### config.mk
export PLATFORM = sky130hd
export DESIGN_NAME = multicycle_control
export DESIGN_NICKNAME = d
export VERILOG_FILES = /design/src/rtl/control_pkg.sv /design/src/rtl/alu_decoder.sv /design/src/rtl/multicycle_control.sv
export SDC_FILE = /design/constraint.sdc
export NUM_CORES = 1
export LEC_CHECK = 0
export ABC_AREA = 1
export CAP_MARGIN = 30
export CORE_MARGIN = 10
export CORE_UTILIZATION = 38
export DETAILED_ROUTE_END_ITERATION = 8
export PLACE_DENSITY = 0.86
export SYNTH_ARGS = -nofsm -noshare
export SYNTH_HDL_FRONTEND = slang
export SYNTH_SLANG_ARGS = --single-unit
export TNS_END_PERCENT = 10
### constraint.sdc
create_clock -name clk -period 2.15 [get_ports clk]
set_clock_uncertainty 0.05 [all_clocks]
set_input_delay 0.3225 -clock clk [delete_from_list [all_inputs] [get_ports clk]]
set_output_delay 0.3225 -clock clk [all_outputs]
set_load 0.01 [all_outputs]
### src/rtl/control_pkg.sv
// control_pkg: shared states and encodings for the multi-cycle RISC-V control unit
package control_pkg;
    typedef enum logic [3:0] {
        FETCH, DECODE, MEMADR, MEMREAD, MEMWB, MEMWRITE, EXECR,
        EXECI, ALUWB, BRANCH, JAL, LUI, FAULT
    } state_t;
    localparam logic [6:0] OP_LW  = 7'b0000011;
    localparam logic [6:0] OP_SW  = 7'b0100011;
    localparam logic [6:0] OP_R   = 7'b0110011;
    localparam logic [6:0] OP_I   = 7'b0010011;
    localparam logic [6:0] OP_BR  = 7'b1100011;
    localparam logic [6:0] OP_JAL = 7'b1101111;
    localparam logic [6:0] OP_LUI = 7'b0110111;
    localparam logic [2:0] ALU_ADD = 3'b000;
    localparam logic [2:0] ALU_SUB = 3'b001;
    localparam logic [2:0] ALU_AND = 3'b010;
    localparam logic [2:0] ALU_OR  = 3'b011;
    localparam logic [2:0] ALU_XOR = 3'b100;
    localparam logic [2:0] ALU_SLT = 3'b101;
    localparam logic [1:0] SRCA_PC    = 2'b00;
    localparam logic [1:0] SRCA_OLDPC = 2'b01;
    localparam logic [1:0] SRCA_RD1   = 2'b10;
    localparam logic [1:0] SRCA_ZERO  = 2'b11;
    localparam logic [1:0] SRCB_RD2  = 2'b00;
    localparam logic [1:0] SRCB_IMM  = 2'b01;
    localparam logic [1:0] SRCB_FOUR = 2'b10;
    localparam logic [2:0] IMM_I = 3'b000;
    localparam logic [2:0] IMM_S = 3'b001;
    localparam logic [2:0] IMM_B = 3'b010;
    localparam logic [2:0] IMM_U = 3'b011;
    localparam logic [2:0] IMM_J = 3'b100;
    localparam logic [1:0] RES_ALUOUT = 2'b00;
    localparam logic [1:0] RES_DATA   = 2'b01;
    localparam logic [1:0] RES_ALURES = 2'b10;
    function automatic logic is_mem_state(input state_t s);
        return s == FETCH || s == MEMREAD || s == MEMWRITE;
    endfunction
endpackage

### src/rtl/alu_decoder.sv
// alu_decoder: maps funct3/Instr[30] to an ALU operation and flags unsupported encodings
module alu_decoder
    import control_pkg::*;
(
    input  logic [6:0] opcode,
    input  logic [2:0] funct3,
    input  logic       f7b5,
    output logic [2:0] alu_ctrl,
    output logic       legal
);
    logic rtype;
    assign rtype = opcode == OP_R;
    always_comb begin
        alu_ctrl = funct3 == 3'b000 ? ((rtype && f7b5) ? ALU_SUB : ALU_ADD) :
                   funct3 == 3'b010 ? ALU_SLT :
                   funct3 == 3'b100 ? ALU_XOR :
                   funct3 == 3'b110 ? ALU_OR  : ALU_AND;
        legal = (funct3 inside {3'b000, 3'b010, 3'b100, 3'b110, 3'b111}) &&
                !(rtype && f7b5 && funct3 != 3'b000);
    end
endmodule

### src/rtl/multicycle_control.sv
// multicycle_control: Moore FSM sequencing a multi-cycle RISC-V datapath over one shared memory port
module multicycle_control
    import control_pkg::*;
#(
    parameter int WAIT_LIMIT = 15,
    parameter int CNT_W      = 4
)(
    input  logic        clk,
    input  logic        rst,
    input  logic [31:0] Instr,
    input  logic        Zero,
    input  logic        MemReady,
    output logic        MemReq,
    output logic        MemWrite,
    output logic        AdrSrc,
    output logic        IRWrite,
    output logic        PCWrite,
    output logic        RegWrite,
    output logic [1:0]  ALUSrcA,
    output logic [1:0]  ALUSrcB,
    output logic [2:0]  ImmSrc,
    output logic [1:0]  ResultSrc,
    output logic [2:0]  ALUctrl,
    output logic        Illegal,
    output logic        Fault,
    output logic [3:0]  State
);
    localparam logic [CNT_W:0] LIMIT = (CNT_W+1)'(WAIT_LIMIT);
    state_t state, state_n;
    logic [CNT_W-1:0] cnt;
    logic [CNT_W:0] cnt_inc;
    logic [6:0] op;
    logic [2:0] f3, dec_ctrl;
    logic dec_legal, mem_state, timeout, unused_bits;
    assign op          = Instr[6:0];
    assign f3          = Instr[14:12];
    assign unused_bits = ^{Instr[31], Instr[29:15], Instr[11:7]};
    assign mem_state   = is_mem_state(state);
    assign cnt_inc     = {1'b0, cnt} + 1'b1;
    assign timeout     = WAIT_LIMIT != 0 && mem_state && !MemReady && cnt_inc == LIMIT;
    assign State       = state;
    alu_decoder u_alu_dec (
        .opcode   (op),
        .funct3   (f3),
        .f7b5     (Instr[30]),
        .alu_ctrl (dec_ctrl),
        .legal    (dec_legal)
    );
    // counter restarts whenever the state changes, so each memory state gets a fresh budget
    always_ff @(posedge clk or posedge rst) begin
        if (rst) begin
            state <= FETCH;
            cnt   <= '0;
        end else begin
            state <= state_n;
            cnt   <= state_n != state ? '0 : (mem_state && !MemReady) ? cnt_inc[CNT_W-1:0] : cnt;
        end
    end
    always_comb begin
        state_n   = state;
        MemReq    = 1'b0;
        MemWrite  = 1'b0;
        AdrSrc    = 1'b0;
        IRWrite   = 1'b0;
        PCWrite   = 1'b0;
        RegWrite  = 1'b0;
        ALUSrcA   = SRCA_PC;
        ALUSrcB   = SRCB_RD2;
        ImmSrc    = IMM_I;
        ResultSrc = RES_ALUOUT;
        ALUctrl   = ALU_ADD;
        Illegal   = 1'b0;
        Fault     = 1'b0;
        case (state)
            FETCH: begin
                MemReq    = 1'b1;
                ALUSrcB   = SRCB_FOUR;
                ResultSrc = RES_ALURES;
                IRWrite   = MemReady;
                PCWrite   = MemReady;
                state_n   = MemReady ? DECODE : timeout ? FAULT : FETCH;
            end
            DECODE: begin
                ALUSrcA = SRCA_OLDPC;
                ALUSrcB = SRCB_IMM;
                ImmSrc  = op == OP_JAL ? IMM_J : IMM_B;
                case (op)
                    OP_LW, OP_SW: state_n = MEMADR;
                    OP_R:         state_n = dec_legal ? EXECR : FETCH;
                    OP_I:         state_n = dec_legal ? EXECI : FETCH;
                    OP_BR:        state_n = f3[2:1] == 2'b00 ? BRANCH : FETCH;
                    OP_JAL:       state_n = JAL;
                    OP_LUI:       state_n = LUI;
                    default:      state_n = FETCH;
                endcase
                Illegal = state_n == FETCH;
            end
            MEMADR: begin
                ALUSrcA = SRCA_RD1;
                ALUSrcB = SRCB_IMM;
                ImmSrc  = op == OP_SW ? IMM_S : IMM_I;
                state_n = op == OP_SW ? MEMWRITE : MEMREAD;
            end
            MEMREAD: begin
                MemReq  = 1'b1;
                AdrSrc  = 1'b1;
                state_n = MemReady ? MEMWB : timeout ? FAULT : MEMREAD;
            end
            MEMWB: begin
                ResultSrc = RES_DATA;
                RegWrite  = 1'b1;
                state_n   = FETCH;
            end
            MEMWRITE: begin
                MemReq   = 1'b1;
                MemWrite = 1'b1;
                AdrSrc   = 1'b1;
                state_n  = MemReady ? FETCH : timeout ? FAULT : MEMWRITE;
            end
            EXECR: begin
                ALUSrcA = SRCA_RD1;
                ALUctrl = dec_ctrl;
                state_n = ALUWB;
            end
            EXECI: begin
                ALUSrcA = SRCA_RD1;
                ALUSrcB = SRCB_IMM;
                ALUctrl = dec_ctrl;
                state_n = ALUWB;
            end
            ALUWB: begin
                RegWrite = 1'b1;
                state_n  = FETCH;
            end
            BRANCH: begin
                ALUSrcA = SRCA_RD1;
                ALUctrl = ALU_SUB;
                PCWrite = Zero ^ f3[0];
                state_n = FETCH;
            end
            JAL: begin
                ALUSrcA = SRCA_OLDPC;
                ALUSrcB = SRCB_FOUR;
                PCWrite = 1'b1;
                state_n = ALUWB;
            end
            LUI: begin
                ALUSrcA = SRCA_ZERO;
                ALUSrcB = SRCB_IMM;
                ImmSrc  = IMM_U;
                state_n = ALUWB;
            end
            FAULT: Fault = 1'b1;
            default: state_n = FETCH;
        endcase
        // the FETCH code sits in the state register during reset, so outputs are forced quiet here
        if (rst)
            {MemReq, MemWrite, AdrSrc, IRWrite, PCWrite, RegWrite, ALUSrcA, ALUSrcB,
             ImmSrc, ResultSrc, ALUctrl, Illegal, Fault} = '0;
    end
endmodule

==> impl_metrics.csv <==
group,metric,value,unit
cells_and_area,layoutNonFillerInstCount,280,
routing,detail-route-antenna-nets,0,
clocking,clk_latency,0.25,ns
sta,final.period_utilization,106,%
clocking,cts_buffer_depth,2,
cells_and_area,multi_input_area,717,sq um
yosys,syn_area,0.00100,sq mm
cells_and_area,utilization,68.4,%
yosys,synth_top_flop_cell,"dfrtp_1",
sta,rsz0062_at_grt,"true",
yosys,yosysWarningCount,0,
sta,max_freq,441,MHz
pwr,p_per_area,652,mW/mm^2
routing,drtIter0Drc,119,
routing,route.detailed.drc,0,
critical_path,crit_fanout,4,
routing,firstDrtPassIters,4,
cells_and_area,design_area,0.00171,sq mm
yosys,avgSynthCellArea,5.61,sq um
yosys,synth.area.top_cells,"dfrtp_1 20%, nand2_1 13%, nor2_1 12%",
status,status,"finished with violations",
floorplanning,core,0.00250,sq mm
pwr,ir_drop,0.000572,V
cells_and_area,diodes,0,
global_routing,grtUsageTotal,13.0,%
yosys,synth_top_area_share,19.9,%
sta,hold_ws,0.406,ns
floorplanning,start_util,40.2,%
clocking,ctsHoldBuffers,0,
yosys,synthCells,179,
clocking,cts_tree,"done",
floorplanning,pin_count,60,
floorplanning,die_h,71.4,microns
yosys,yosysMostFrequentCell,"nand2_1",
global_routing,grt_pass1_wl,5800,microns
yosys,synth-seq-cells,8,
routing,vias,1405,
clocking,cts.sinks,8,
worst_hold_path,hold_path_class,"in -> async",
routing,wirelength,3440,microns
routing,routedWlPerCell,12.3,microns
pwr,finalPower,1.11,mW
routing,viasPerCell,5.02,
sta,tightest_slew,0.303,ns
critical_path,crit_type,"reg -> out",
yosys,yosys-top-cells-count,"36 x nand2_1, 32 x nor2_1, 28 x inv_1",
sta,tns,-0.358,ns
floorplanning,die_width,71.4,microns
cells_and_area,regArea,204,sq um
cells_and_area,nets,290,
yosys,synth_area_leader_cell,"dfrtp_1",
critical_path,endpoint_kind,"primary output",
clocking,cts_buffers,3,
clocking,htree_levels,1,
placement,dpl_cell_area,0.00166,sq mm
critical_path,crit_required,1.78,ns
yosys,synth-edff-count,0,
placement,globalplace.congestion,0.817,
cells_and_area,area_growth,70.1,%
critical_path,critPathLaunchType,"register",
yosys,ys_types,23,
floorplanning,dieArea,0.00510,sq mm
status,violations,"setup timing",
sta,setup_viol,4,
yosys,async_reset_ff_share,100,%
sta,period_needed,2.27,ns
placement,dp.cells,277,
cells_and_area,fillers,211,
global_routing,grt_max_degree,12,
placement,hpwlAfterDp,2870,microns
pwr,p_leak,1.03,nW
global_routing,antenna_found_initial,0,
yosys,seq_area_frac_synth,19.9,%
global_routing,grt_pass1_vias,1369,
sta,hold_viol_final,0,
global_routing,overflow,0,
clocking,root_buffer,"clkbuf_4",
run,drv_cap,0,
sta,slew_violations,0,
placement,port_buffers,38,
placement,dp_slack,-0.377,ns
cells_and_area,drive_gt1_share,24.8,%
floorplanning,rows,18,
sta,relSlewSlack,79.5,%
yosys,syn_nets,217,
clocking,clk_pin_slew,0.06,ns
sta,fin_ws,-0.119,ns
critical_path,cp.arrival,1.90,ns
## critical path, cell delays in order (launching register included)
cell and delay, ns:
dfrtp_2 0.45, inv_1 0.12, nand2_1 0.13, inv_1 0.14, nand2_1 0.10, a21oi_1 0.16
clkdlybuf4s50_1 0.56
## placed cells by master (no fill, tap or decap), types with 7 or more instances in the layout
master	Yosys	routed
nand2_1	36	36
nor2_1	32	27
inv_1	28	28
dlymetal6s2s_1	0	7
a21oi_1	8	8
nor2_2	5	8
nand3_1	20	18
clkdlybuf4s50_1	0	20
buf_4	0	32
dlygate4sd2_1	0	7
## repair_timing
item | in CTS | in global routing
endpoints found under the setup margin | 19 | 19
setup buffers | 0 | 0
pin swaps | 1 | 3
gates resized for setup | 17 | 24
## cell families (layout without fill, tap and decap cells)
| kind of cell | count (synthesis) | after routing | synth area share, % |
|---|---|---|---|
| AO/OA/AOI/OAI | 21 | 21 | 11.5 |
| adder cells (fa/ha/maj) | 2 | 2 | 2.49 |
| flip-flops | 8 | 8 | 19.9 |
| AND/OR/NAND/NOR | 114 | 114 | 52.4 |
| XOR/XNOR | 2 | 2 | 1.74 |
| buffers and inverters | 32 | 103 | 12.0 |
## power by group
part           internal, mW  switching [mW]
combinational         0.346           0.409
sequential            0.189          0.0554
clock                0.0639          0.0511
total                 0.599           0.516
## path summary, 6_finish.rpt
path                       slack, ns          to  startpoint  cells after the start
max in group asynchronous       1.50    State[3]         rst                      4
min                             0.41      cnt[2]         rst                      4
max reg2reg                     0.27      cnt[0]    State[2]                     12
min in group clk                0.54      cnt[3]      cnt[3]                      2
min reg2reg                     0.54      cnt[3]      cnt[3]                      2
max                            -0.12  ALUSrcA[0]    State[2]                      6
## metal layers
metal / track usage, % / part of all wire [%]
met2: 23.1 / 49
met5: 0 / 0
met1: 15.0 / 44
met4: 3.01 / 0.61
met3: 3.58 / 6.5
## registers in the layout (all words and copies together) (netlist names)
register,flops
cnt,4
State,4
## layout make-up
type	instances	share of cell area [%]
repair buffers	70	36.0
multi-input cells	139	41.9
well taps	30	2.20
clock buffers	3	1.32
inverters	30	6.59
flip-flops and latches	8	11.9
Note: power is estimated with default switching activity, not from simulation.
==> RTL edit 1: new RTL, same flow settings <==
Put a register stage on the output `Fault`. The value now appears one clock later. The other outputs are not delayed to match.
--- a/src/rtl/multicycle_control.sv
+++ b/src/rtl/multicycle_control.sv
@@ -26,6 +26,8 @@
     output logic [3:0]  State
 );
     localparam logic [CNT_W:0] LIMIT = (CNT_W+1)'(WAIT_LIMIT);
+
+    logic Fault_d;
     state_t state, state_n;
     logic [CNT_W-1:0] cnt;
     logic [CNT_W:0] cnt_inc;
@@ -70,7 +72,7 @@
         ResultSrc = RES_ALUOUT;
         ALUctrl   = ALU_ADD;
         Illegal   = 1'b0;
-        Fault     = 1'b0;
+        Fault_d   = 1'b0;
         case (state)
             FETCH: begin
                 MemReq    = 1'b1;
@@ -150,13 +152,17 @@
                 ImmSrc  = IMM_U;
                 state_n = ALUWB;
             end
-            FAULT: Fault = 1'b1;
+            FAULT: Fault_d = 1'b1;
             default: state_n = FETCH;
         endcase
         // the FETCH code sits in the state register during reset, so outputs are forced quiet here
         if (rst)
             {MemReq, MemWrite, AdrSrc, IRWrite, PCWrite, RegWrite, ALUSrcA, ALUSrcB,
-             ImmSrc, ResultSrc, ALUctrl, Illegal, Fault} = '0;
+             ImmSrc, ResultSrc, ALUctrl, Illegal, Fault_d} = '0;
     end
+    always_ff @(posedge clk) begin
+        Fault <= Fault_d;
+    end
+
 endmodule
 
Check against the original RTL: same outputs for any inputs over 10 cycles, from zero or initial values and one cycle with rst high; that may be too few to reach the edited logic, so the function may still have changed.
==> RTL edit 1 against the unedited design <==
Worst hold slack barely moved. Sequential power rose by 5%. Die area up 2.4%. Sequential cell count is 1 higher. Synthesized area is 3.4% higher. Final area rose by 6.7%. Wire length is 9.0% higher. Critical path depth decreased by 2. Synthesized cell count did not move. Setup slack gained 0.17 ns. Total power up 7.5%. Largest power group unchanged.
==> RTL edit 1: results (changes against the unedited design) <==
* GR Util met3 at 5.03% (+1.5 points)
* Worst hold path class: primary input to asynchronous set/reset pin
* TritonRoute pass-1 iters at 5 (+1)
* First-pass GRT wire length at 6130 um (+5.8%)
* Ratio of cells with drive above 1 in the final layout at 29.7% (+4.9 points)
* Slowest cell delay on critical path at 0.54 ns (-0.02 ns)
* Largest net degree at the start of global routing at 17 (+5)
* Clock buffer count from CTS at 3 (unchanged)
* R2R cell count at 11 (-1)
* Commonest cells post-synth: nand2_1 (38), nor2_1 (31), inv_1 (25)
* Yosys cell types at 26 (+13%)
* GR Util All Layers at 14.2% (+1.2 points)
* GRT met2 Usage at 24.8% (+1.6 points)
* Max VDD drop at 0.422 mV (-26%)
* Ys async rst share at 88.9% (-11 points)
* M1 GR Usage at 16.5% (+1.5 points)
* Root buffer cell: clkbuf_4
* Leakage at 1.08 nW (+4.5%)
* Worst setup path start: State[3]
* Vias in the first global route at 1377 (+0.58%)
* CP max-delay cell: clkdlybuf4s50_1
* Worst EP arrival at 1.73 ns (-0.17 ns)
* Drt wl/cell at 13.1 um (+6.7%)
* Outcome: finished, final reports clean
* Worst skew pair latency at 0.27 ns (+0.02 ns)
* Iter 0 DRT Violations at 117 (-1.7%)
* Worst Path Max Fanout at 6 (+2)
* Min Hold Slack at 0.406 ns (-0.000146 ns)
* Post-layout net count at 295 (+1.7%)
* Dominant cells by area after synthesis: dfrtp_1 (19%), nand2_1 (14%), nor2_1 (11%)
* Via density per instance at 5.03 (+0.34%)
* Detailed placement HPWL at 2920 um (+2.1%)
* CP Capture Point: ResultSrc[1]
==> RTL edit 1: cell count changes after synthesis, moves of 2 or more <==
cell,change
nand3_4,+2
inv_1,-3
nand2_1,+2
nand3_2,-2
nand3_1,-2
==> RTL edit 1: metrics by stage <==
step,area [um2],util (%),instances,setup TNS [ns],setup slack (ns)
floorplan,1040,-,179,0,0.380
global placement,1700,66.7,278,-1.70,-0.352
detailed placement,1700,66.7,278,-1.99,-0.394
CTS,1740,68.2,284,-0.524,-0.174
global route,1820,71.6,286,-0.108,-0.0578
finish,1820,71.6,286,0,0.0517
==> RTL edit 1: worst min-delay path by stage <==
stage	endpoint	cells past startpoint
floorplan	State[0]	2
global placement	cnt[3]	2
detailed placement	cnt[3]	2
CTS	cnt[2]	3
global route	State[1]	3
finish	cnt[2]	3
==> RTL edit 1: critical path, delay by kind of cell (launching register included) <==
family	cells	cell delay [ns]
buffers and inverters	1	0.54
flip-flops	1	0.46
AND/OR/NAND/NOR	3	0.46
==> RTL edit 1: metal layers <==
metal,vias to the layer above,wire (um)
li1,732,-
met1,648,1540
met3,9,272
met4,0,34
met2,51,1900
met5,-,0
==> RTL edit 1: cell families after synthesis <==
logic type,synth area share [%]
flip-flops,21.2
AND/OR/NAND/NOR,53.3
XOR/XNOR,1.69
adder cells (fa/ha/maj),2.41
AO/OA/AOI/OAI,11.0
buffers and inverters,10.5
==> RTL edit 1: what timing repair did <==
item,4_1_cts,5_1_grt
pin swaps,3,5
endpoints found under the setup margin,15,17
buffers inserted,2,2
hold buffers,0,0
hold endpoints to repair,0,0
gates resized for setup,24,32
==> RTL edit 1: where the power goes <==
group | leakage [nW] | switching, mW | internal [mW]
Clock | 0.0177 | 0.0648 | 0.0689
Sequential | 0.112 | 0.0487 | 0.207
Combinational | 0.951 | 0.453 | 0.356
Total | 1.08 | 0.566 | 0.632
==> RTL edit 1: final cells by class <==
type / count / area (um2)
Clock buffer: 3 / 22.5
Clock inverter: 1 / 5.00
Fill cell: 200 / 722
Inverter: 27 / 101
Multi-Input combinational cell: 141 / 762
Sequential cell: 9 / 224
Tap cell: 30 / 37.5
Timing Repair Buffer: 75 / 671
==> RTL edit 2: new RTL, same flow settings <==
Made on the original files. `WAIT_LIMIT`: 15 -> 7.
--- a/src/rtl/multicycle_control.sv
+++ b/src/rtl/multicycle_control.sv
@@ -2,7 +2,7 @@
 module multicycle_control
     import control_pkg::*;
 #(
-    parameter int WAIT_LIMIT = 15,
+    parameter int WAIT_LIMIT = 7,
     parameter int CNT_W      = 4
 )(
     input  logic        clk,
Check against the original RTL: not equivalent (a bounded check fails within 10 cycles, from zero or initial values and one cycle with rst high).
==> RTL edit 2 against the unedited design <==
The flow still finishes with violations (setup timing). Count of clock-buffer cells in the layout stayed put. Wire length is 0.29% higher. Total power is 0.49% lower. Final area is 1.2% lower. Sequential cell count stayed put. Global-route usage is 0.24 points higher. Synthesized area is 2.0% higher. Setup slack better by 0.088 ns. Critical path type is now primary input to output pin. Critical endpoint is now ALUctrl[0]. Largest power group unchanged.
==> RTL edit 2: results (changes against the unedited design) <==
* Outcome: finished, violations left
* Violations in the final reports: setup timing
* Postcts setup bufs at 1 (+1)
* Net Sw Power at 0.525 mW (+1.7%)
* Fin Setup TNS at -0.0311 ns (+0.327 ns)
* Iter 0 DRT Violations at 113 (-5.0%)
* Post_cts resized at 26 (+9)
* Xor/xnor share of the synthesized area at 1.71% (-0.034 points)
* Min Hold Slack at 0.428 ns (+0.0224 ns)
* Net Count, Synth at 220 (+1.4%)
* R2R cell count at 11 (-1)
* First-pass GRT wire length at 5840 um (+0.71%)
* Post-layout net count at 288 (-0.69%)
* Cells after DPL at 274 (-1.1%)
* Max VDD drop at 0.460 mV (-20%)
* Largest net degree at the start of global routing at 17 (+5)
* Detailed placement HPWL at 2940 um (+2.7%)
* Clock power share at 10.0% (-0.3 points)
* Seq/Total Area, Yosys at 19.5% (-0.39 points)
* Max_slew headroom at 82.3% (+2.8 points)
* Setup WS post-layout at -0.0311 ns (+0.0882 ns)
* Complex-gate fraction of the synthesized area at 11.6% (+0.14 points)
* Leakage at 0.965 nW (-6.6%)
* Setup violations, final at 1 (-3)
* Worst setup path start: Instr[6]
* Worst R2R Start: cnt[0]
* Vias in the first global route at 1339 (-2.2%)
* Ratio of cells with drive above 1 in the final layout at 21.4% (-3.4 points)
* Filler cells at 220 (+4.3%)
* Worst Path Max Fanout at 3 (-1)
==> RTL edit 2: layer usage <==
layer / vias up / part of all wire [%] / routed length (um) / global-route usage (%)
met5: - / 0 / 0 / 0
met4: 0 / 0.49 / 17 / 1.94
met3: 2 / 7.6 / 262 / 4.49
met2: 35 / 48 / 1670 / 22.4
met1: 644 / 43 / 1500 / 16.3
li1: 720 / - / - / -
==> RTL edit 2: area by class of cell <==
cell class / count / area, um2 / area share, %
inverter: 34 / 128 / 7.56
sequential: 8 / 203 / 12.0
tap: 30 / 37.5 / 2.22
multi-input combinational: 138 / 718 / 42.5
clock buffer: 3 / 22.5 / 1.33
timing repair buffer: 65 / 581 / 34.4
==> RTL edit 2: critical path: stages <==
cell and delay (ns):
clkdlybuf4s50_1 0.44, inv_2 0.08, nand3_1 0.08, nor2_1 0.13
a31oi_1 0.08, or3_1 0.30, a21oi_1 0.13, clkdlybuf4s15_2 0.24
